===== src/rtl/sprite_scheduler.sv =====
// Per-scanline sprite scheduler: scans the object table in horizontal blanking, then arbitrates
// the sprite ROM per pixel. Optional horizontal mirroring is enabled by `define SPRITE_HFLIP_EN.
module sprite_scheduler #(
    parameter int unsigned H_ACTIVE = 640,
    parameter int unsigned V_TOTAL  = 525,
    parameter int unsigned N_OBJ    = 8,
    parameter int unsigned K_LINE   = 4,
    parameter int unsigned TILE_W   = 4
) (
    input  logic              Clk,
    input  logic              Reset_n,
    input  logic [9:0]        DrawX,
    input  logic [9:0]        DrawY,
    input  logic              ObjWe,
    input  logic [2:0]        ObjIdx,
    input  logic [9:0]        ObjX,
    input  logic [9:0]        ObjY,
    input  logic [TILE_W-1:0] ObjTile,
    input  logic              ObjEn,
`ifdef SPRITE_HFLIP_EN
    input  logic              ObjFlipX,
`endif
    output logic [TILE_W+5:0] SprAddr,
    output logic              SprHit,
    output logic [2:0]        SprSlot,
    output logic              LineOverflow
);

    localparam int unsigned CntW = $clog2(K_LINE + 1);
    localparam int unsigned PosW = $clog2(K_LINE);
    localparam logic [9:0] HAct = 10'(H_ACTIVE);
    localparam logic [9:0] LastY = 10'(V_TOTAL - 1);
    localparam logic [2:0] LastIdx = 3'(N_OBJ - 1);
    localparam logic [CntW-1:0] KMax = CntW'(K_LINE);

    typedef struct packed {
        logic [2:0]        slot;
        logic [9:0]        x;
        logic [TILE_W-1:0] tile;
        logic [2:0]        row;
`ifdef SPRITE_HFLIP_EN
        logic              flip;
`endif
    } entry_t;

    typedef enum logic [1:0] {StWaitHb, StScan, StDone} state_e;

    logic [9:0]        obj_x_q    [N_OBJ];
    logic [9:0]        obj_y_q    [N_OBJ];
    logic [TILE_W-1:0] obj_tile_q [N_OBJ];
    logic              obj_en_q   [N_OBJ];
`ifdef SPRITE_HFLIP_EN
    logic              obj_flip_q [N_OBJ];
`endif

    state_e            state_q, state_d;
    logic [2:0]        idx_q, idx_d;
    entry_t            pend_q [K_LINE];
    entry_t            pend_d [K_LINE];
    logic [CntW-1:0]   pend_cnt_q, pend_cnt_d;
    logic              pend_ovf_q, pend_ovf_d;
    entry_t            act_q [K_LINE];
    entry_t            act_d [K_LINE];
    logic [CntW-1:0]   act_cnt_q, act_cnt_d;
    logic              line_ovf_q, line_ovf_d;

    logic [9:0]        next_y, scan_dy;
    logic              scan_hit, commit;
    entry_t            scan_ent;
    entry_t            eff_list [K_LINE];
    logic [CntW-1:0]   eff_cnt;
    logic [9:0]        px_dx;
    logic [2:0]        px_col;
    logic              hit_d, hit_q;
    logic [2:0]        slot_d, slot_q;
    logic [TILE_W+5:0] addr_d, addr_q;

    always_ff @(posedge Clk or negedge Reset_n) begin
        if (!Reset_n) begin
            for (int i = 0; i < N_OBJ; i++) begin
                obj_x_q[i]    <= '0;
                obj_y_q[i]    <= '0;
                obj_tile_q[i] <= '0;
                obj_en_q[i]   <= 1'b0;
`ifdef SPRITE_HFLIP_EN
                obj_flip_q[i] <= 1'b0;
`endif
            end
        end else if (ObjWe) begin
            obj_x_q[ObjIdx]    <= ObjX;
            obj_y_q[ObjIdx]    <= ObjY;
            obj_tile_q[ObjIdx] <= ObjTile;
            obj_en_q[ObjIdx]   <= ObjEn;
`ifdef SPRITE_HFLIP_EN
            obj_flip_q[ObjIdx] <= ObjFlipX;
`endif
        end
    end

    assign next_y   = (DrawY == LastY) ? 10'd0 : DrawY + 10'd1;
    assign scan_dy  = next_y - obj_y_q[idx_q];
    assign scan_hit = obj_en_q[idx_q] && (scan_dy < 10'd8);
    assign commit   = (state_q == StDone) && (DrawX == 10'd0);

    always_comb begin
        scan_ent      = '0;
        scan_ent.slot = idx_q;
        scan_ent.x    = obj_x_q[idx_q];
        scan_ent.tile = obj_tile_q[idx_q];
        scan_ent.row  = scan_dy[2:0];
`ifdef SPRITE_HFLIP_EN
        scan_ent.flip = obj_flip_q[idx_q];
`endif
    end

    always_comb begin
        state_d    = state_q;
        idx_d      = idx_q;
        pend_d     = pend_q;
        pend_cnt_d = pend_cnt_q;
        pend_ovf_d = pend_ovf_q;
        act_d      = act_q;
        act_cnt_d  = act_cnt_q;
        line_ovf_d = line_ovf_q;
        case (state_q)
            StWaitHb: begin
                if (DrawX == HAct) begin
                    state_d    = StScan;
                    idx_d      = 3'd0;
                    pend_cnt_d = '0;
                    pend_ovf_d = 1'b0;
                end
            end
            StScan: begin
                if (scan_hit) begin
                    if (pend_cnt_q < KMax) begin
                        pend_d[pend_cnt_q[PosW-1:0]] = scan_ent;
                        pend_cnt_d = pend_cnt_q + CntW'(1);
                    end else begin
                        pend_ovf_d = 1'b1;
                    end
                end
                if (idx_q == LastIdx) state_d = StDone;
                else                  idx_d   = idx_q + 3'd1;
            end
            StDone: begin
                if (commit) begin
                    act_d      = pend_q;
                    act_cnt_d  = pend_cnt_q;
                    line_ovf_d = pend_ovf_q;
                    state_d    = StWaitHb;
                end
            end
            default: state_d = StWaitHb;
        endcase
    end

    // The committing list is forwarded so pixel 0 of the new line already uses it.
    always_comb begin
        for (int i = 0; i < K_LINE; i++) eff_list[i] = commit ? pend_q[i] : act_q[i];
        eff_cnt = commit ? pend_cnt_q : act_cnt_q;
    end

    // Walk from the last position down so the lowest list position wins.
    always_comb begin
        hit_d  = 1'b0;
        slot_d = '0;
        addr_d = '0;
        px_dx  = '0;
        px_col = '0;
        for (int i = K_LINE - 1; i >= 0; i--) begin
            px_dx = DrawX - eff_list[i].x;
            if ((CntW'(i) < eff_cnt) && (px_dx < 10'd8)) begin
                px_col = px_dx[2:0];
`ifdef SPRITE_HFLIP_EN
                if (eff_list[i].flip) px_col = ~px_dx[2:0];
`endif
                hit_d  = 1'b1;
                slot_d = eff_list[i].slot;
                addr_d = {eff_list[i].tile, eff_list[i].row, px_col};
            end
        end
    end

    always_ff @(posedge Clk or negedge Reset_n) begin
        if (!Reset_n) begin
            state_q    <= StWaitHb;
            idx_q      <= '0;
            pend_cnt_q <= '0;
            pend_ovf_q <= 1'b0;
            act_cnt_q  <= '0;
            line_ovf_q <= 1'b0;
            for (int i = 0; i < K_LINE; i++) begin
                pend_q[i] <= '0;
                act_q[i]  <= '0;
            end
            hit_q      <= 1'b0;
            slot_q     <= '0;
            addr_q     <= '0;
        end else begin
            state_q    <= state_d;
            idx_q      <= idx_d;
            pend_cnt_q <= pend_cnt_d;
            pend_ovf_q <= pend_ovf_d;
            act_cnt_q  <= act_cnt_d;
            line_ovf_q <= line_ovf_d;
            for (int i = 0; i < K_LINE; i++) begin
                pend_q[i] <= pend_d[i];
                act_q[i]  <= act_d[i];
            end
            hit_q      <= hit_d;
            slot_q     <= slot_d;
            addr_q     <= addr_d;
        end
    end

    assign SprAddr      = addr_q;
    assign SprHit       = hit_q;
    assign SprSlot      = slot_q;
    assign LineOverflow = line_ovf_q;

endmodule

===== config.mk =====
export PLATFORM = sky130hd
export DESIGN_NAME = sprite_scheduler
export DESIGN_NICKNAME = d
export VERILOG_FILES = /design/src/rtl/sprite_scheduler.sv
export SDC_FILE = /design/constraint.sdc
export NUM_CORES = 1
export LEC_CHECK = 0
export ABC_CLOCK_PERIOD_IN_PS = 7980
export CAP_MARGIN = 5
export CORE_ASPECT_RATIO = 0.7
export CORE_MARGIN = 2
export CORE_UTILIZATION = 61
export DETAILED_ROUTE_END_ITERATION = 10
export PLACE_DENSITY = 0.8
export SLEW_MARGIN = 10
export SYNTH_ARGS = -nofsm -noshare
export SYNTH_HDL_FRONTEND = slang
export SYNTH_SLANG_ARGS = --single-unit

===== constraint.sdc =====
create_clock -name Clk -period 7.98 [get_ports Clk]
set_input_delay 0.798 -clock Clk [delete_from_list [all_inputs] [get_ports Clk]]
set_output_delay 0.798 -clock Clk [all_outputs]
set_load 0.02 [all_outputs]

==> results of run 1 <==
## cells in the mapped netlist, types with 24 or more instances
library cell / number / area share, %
a21oi_1: 47 / 1.2
clkbuf_1: 44 / 0.88
dfrtp_1: 387 / 51
ha_1: 53 / 3.5
inv_1: 58 / 1.2
mux2_1: 77 / 4.6
mux2_2: 216 / 13
mux4_2: 50 / 6.0
nand2_1: 272 / 5.4
nor2_1: 43 / 0.86
nor3_1: 24 / 0.64
o21ai_0: 27 / 0.72
## metrics by stage
step / worst slack, ns / cells / hold WS (ns)
after floorplan: 2.951 / 1551 / 0.4345
after global placement: 1.608 / 1985 / 0.4519
after detailed placement: 1.314 / 1985 / 0.4582
after CTS: 1.846 / 2052 / 0.2941
after global routing: 1.255 / 2052 / 0.3280
final: 1.756 / 2053 / 0.2623
## flip-flops by register name, indices dropped and copies added, names as in the netlist
name,flops
LineOverflow,1
SprAddr,10
SprHit,1
SprSlot,3
act_cnt_q,3
act_q,80
idx_q,3
obj_en_q,8
obj_tile_q,32
obj_x_q,80
obj_y_q,80
pend_cnt_q,3
pend_ovf_q,1
pend_q,80
state_q,2
## cell families (layout without fill, tap and decap cells)
family | Yosys count | in the layout | share of synthesized area, %
other | 0 | 1 | 0
muxes | 360 | 360 | 24.39
xor gates and xnor gates | 32 | 32 | 1.488
DFF | 387 | 387 | 51.40
buffers and inverters | 127 | 216 | 2.683
and+or+nand+nor | 421 | 421 | 10.05
AOI/OAI and AO/OA | 166 | 166 | 5.937
adders and majority gates | 58 | 58 | 4.051
## area by class of cell
cell class              instances  area share [%]
diodes                          1         0.01179
clock buffers                  53           5.175
clock inverters                14          0.7368
inverters                      58           1.026
multi-input cells            1037           40.91
flip-flops and latches        387           45.64
well taps                     412           2.428
repair buffers                 91           4.067
## final timing paths
check / start / endpoint
worst max register to register: state_q[0]$_DFFE_PN0P_ / SprAddr[0]$_DFF_PN0_
worst min register to register: act_q[74]$_DFFE_PN0P_ / act_q[74]$_DFFE_PN0P_
min in group Clk: act_q[74]$_DFFE_PN0P_ / act_q[74]$_DFFE_PN0P_
worst min-delay path: Reset_n / obj_x_q[43]$_DFFE_PN0P_
worst max-delay path: DrawX[3] / SprAddr[0]$_DFF_PN0_
max in group asynchronous: Reset_n / obj_y_q[2]$_DFFE_PN0P_
## critical path: stages
cell             delay (ns)
clkdlybuf4s50_1        0.59
nor4_4                 0.69
and3_2                 0.66
buf_4                  0.63
nand2_1                0.16
nand2_1                0.10
ha_1                   0.16
inv_1                  0.05
fa_1                   0.41
a211oi_1               0.34
o21ai_0                0.18
a2111oi_0              0.62
o31a_1                 0.25
nor2_1                 0.06
a2111oi_2              0.29
buf_4                  0.26
a211oi_1               0.10
a221oi_1               0.26
## power by group
group / internal (uW) / switching [uW] / total, uW
clock network: 1060 / 754 / 1810
registers: 2190 / 122 / 2310
logic: 412 / 349 / 761
## metal layers
metal	GRT usage [%]	vias to the layer above	share of wire (%)
li1	-	5633	-
met1	43.99	6606	46
met2	44.58	434	45
met3	5.442	72	7.0
met4	7.326	0	1.7
met5	0	-	0
==> metrics.txt, run 1 <==
outcome finished, final reports clean; Setup TNS 0 ns; Distinct cells, synth 70; overall power 4884 uW; critical path required time 8.41 ns; Nets 1721; routed vias/inst 6.208; drt pass-1 iters 5; Seq/Total Area, Yosys 51.40%; Syn-to-layout area delta 12.67%; syn_nets 1660; Setup crit end kind flop; DRC viols 0; EDFF count, synth 0; Primary FF master, synth dfrtp_1; Worst-Margin Slew 1.237 ns; final worst path period share 77.99%; Detail Placement HPWL 29.89 mm; clock sink count 387; final setup vio count 0; FF-to-FF path depth 17; WL per Instance 22.26 um; area of the multi-input gates 0.008685 sq mm; final instance area 0.02123 sq mm; Tmin final 6.224 ns; VDD IR max 0.1830 mV; most frequent cells in the layout dfrtp_1 (385), nand2_1 (272), mux2_2 (216); Max clock buf depth 3; I/O Buffers 65; CTS tree built; Pins Over Slew Limit 0; Hold Vio Cnt, Final 0; Vias 12750; crit path launch type primary input; Synth Register Bits 387; setup repair bufs after CTS 0; H-Tree Depth 2; post-cts sizing count 0; Fmax achieved 0.1607 GHz; Mapped Cells 1551; Layout fillers 2078; hold buffers post-CTS 0; Die H 151.0 um; Lkg Pwr 0.009901 uW; Syn Area/Cell 12.15 sq um; synthesized cell area 0.01884 sq mm; final WL 45.69 mm; worst-path fanout max 58; gr usage total 29.27%; WS Path Type primary input to flop; Num CTS Buffers 37; largest net degree at the start of global routing 134; ys async rst share 100.0%; Core ar. 0.03017 sq mm; Util after Layout 70.35%; Clock Skews 0.02059 ns; Worst-path clk slew 0.07 ns; row count 53; area taken by flip-flops and latches 0.009689 sq mm; Starting Density 62.44%; global route total overflow 0; P per Cell Area 230.1 mW/mm^2; antenna violations before repair 0; cell chosen for the clock root clkbuf_16; drt initial violations 1272; Synth Warn # 0; DRT antenna net count 0; Hold WC Path Type primary input to async pin; Slew HR 17.37%; RSZ-0062 raised after global routing no; fraction of layout cells with a size suffix above 1 22.50%; global-route wire length before repair 72.62 mm; die area 0.03233 sq mm; # IOs 66; max_cap viols 0; Placed Area 0.01997 sq mm; Clk Latency, worst-skew pair 0.54 ns; flop2flop setup slack 2.33 ns; RD Place Congestion 0.9471; vias in the first global route 12820; most common cell after layout, fill and taps aside dfrtp_1; die width 214.1 um; Worst Path Arrival 6.66 ns
No activity file was read; power rests on OpenSTA's default activity.
==> run 2, diff against run 1 <==
Settings changed: ABC_CLOCK_PERIOD_IN_PS 7980 to 6500.
Clock period 7.98 ns to 6.5 ns, I/O delays scaled along.
==> metrics.txt, run 2 (same netlist as run 1, synthesis figures left out) <==
outcome finished, final reports clean; Slew HR 34.74% (+17 points); Tmin final 5.560 ns; Setup TNS 0 ns (unchanged); max_cap viols 0 (unchanged); vias in the first global route 12820 (-0.031%); Num CTS Buffers 38 (+2.7%); Lkg Pwr 0.009943 uW (+0.42%); Max clock buf depth 3 (unchanged); WS Path Type primary input to flop; drt initial violations 1288 (+1.3%); worst setup margin 0.9400 ns (-0.8160 ns); Setup crit end kind flop; crit path launch type primary input; Hold WC Path Type primary input to async pin; Worst Path Arrival 6.02 ns (-0.64 ns); Vias 12590 (-1.2%); gr usage total 29.11% (-0.16 points); RSZ-0062 raised after global routing no; fraction of layout cells with a size suffix above 1 22.65% (+0.15 points); drt pass-1 iters 5 (unchanged); global-route wire length before repair 72.62 mm (unchanged); critical path required time 6.96 ns (-1.45 ns); Syn-to-layout area delta 13.04%; final worst path period share 85.54%; setup repair bufs after CTS 0 (unchanged); Worst-Margin Slew 0.9789 ns (-0.2580 ns); hold buffers post-CTS 0 (unchanged); Core ar. 0.03017 sq mm (unchanged); routed vias/inst 6.110 (-1.6%); I/O Buffers 65 (unchanged); Detail Placement HPWL 30.16 mm (+0.91%); overall power 6026 uW (+23%); die width 214.1 um (unchanged); # IOs 66 (unchanged); clock sink count 387 (unchanged); pre-CTS setup slack 0.5990 ns (-0.7151 ns); RD Place Congestion 0.9757 (+3.0%); VDD IR max 0.2189 mV (+20%); final instance area 0.02130 sq mm (+0.32%); most common cell after layout, fill and taps aside dfrtp_1; post-cts sizing count 0 (unchanged); P per Cell Area 283.0 mW/mm^2 (+23%); Worst-path clk slew 0.06 ns (about the same); Hold Vio Cnt, Final 0 (unchanged); CTS tree built; Fmax achieved 0.1799 GHz; DRC viols 0 (unchanged); worst-path fanout max 19 (-67%); row count 53 (unchanged); most frequent cells in the layout dfrtp_1 (385), nand2_1 (272), mux2_2 (216); H-Tree Depth 2 (unchanged); global route total overflow 0 (unchanged); WL per Instance 22.00 um (-1.1%); antenna violations before repair 2 (+2); die area 0.03233 sq mm (unchanged); Placed Area 0.02003 sq mm (+0.29%); DRT antenna net count 0 (unchanged); final WL 45.32 mm (-0.81%); largest net degree at the start of global routing 145 (+8.2%); cell chosen for the clock root clkbuf_16; Die H 151.0 um (unchanged); Pins Over Slew Limit 0 (unchanged); Clk Latency, worst-skew pair 0.55 ns (about the same); Starting Density 62.44% (unchanged); final setup vio count 0 (unchanged); Clock Skews 0.02114 ns (+0.0005464 ns); Nets 1728 (+0.41%)
[run 2: cell type report]
type | count | area [sq um]
Tap cell | 412 | 515.5
Sequential cell | 387 | 9689
Timing Repair Buffer | 97 | 920.9
Clock inverter | 14 | 195.2
Clock buffer | 54 | 1071
Fill cell | 2069 | 8876
Inverter | 58 | 217.7
Antenna cell | 1 | 2.502
Multi-Input combinational cell | 1037 | 8685
[run 2: routing by layer]
| layer | vias up | global-route usage (%) | wire length [um] |
|---|---|---|---|
| met5 | - | 0 | 13 |
| met4 | 2 | 5.694 | 677 |
| met3 | 59 | 6.606 | 3251 |
| met2 | 396 | 44.11 | 20090 |
| met1 | 6465 | 43.70 | 21290 |
| li1 | 5664 | - | - |
[run 2: path summary, 6_finish.rpt]
path / startpoint / to / slack (ns) / cells after the start
min in group Clk: act_q[7]$_DFFE_PN0P_ / act_q[7]$_DFFE_PN0P_ / 0.47 / 2
min: Reset_n / obj_x_q[22]$_DFFE_PN0P_ / 0.21 / 1
max reg2reg: state_q[0]$_DFFE_PN0P_ / SprSlot[0]$_DFF_PN0_ / 1.63 / 17
min reg2reg: act_q[7]$_DFFE_PN0P_ / act_q[7]$_DFFE_PN0P_ / 0.47 / 2
max in group asynchronous: Reset_n / idx_q[0]$_DFFE_PN0P_ / 4.88 / 2
max: DrawX[3] / SprSlot[0]$_DFF_PN0_ / 0.94 / 18
[run 2: where the power goes]
group / switching [uW] / internal, uW / total, uW / leakage [uW]
logic: 426 / 507 / 933 / 0.00435
clock network: 940 / 1320 / 2260 / 0.000620
registers: 152 / 2690 / 2840 / 0.00497
[run 2: worst max-delay path, cell delays in order]
cell and delay [ns]:
clkdlybuf4s50_1 0.59, nor4_4 0.70, and3_2 0.56, buf_4 0.32, nand2_1 0.10, nand2_1 0.07, ha_1 0.15, inv_1 0.05
fa_1 0.43, a211oi_1 0.37, o21ai_0 0.18, a211o_1 0.32, a211oi_1 0.23, nor4bb_1 0.48, o21bai_1 0.29, buf_4 0.27
a21oi_1 0.05, a21oi_1 0.19
[run 2: stage by stage]
| stage | utilization, % | hold slack [ns] | instances |
|---|---|---|---|
| 2_1_floorplan | - | 0.3544 | 1551 |
| 4_1_cts | 70.57 | 0.2514 | 2059 |
| 3_3_place_gp | 66.38 | 0.4529 | 1991 |
| 3_5_place_dp | 66.38 | 0.4581 | 1991 |
| 6_report | 70.58 | 0.2066 | 2060 |
| 5_1_grt | 70.57 | 0.2961 | 2059 |
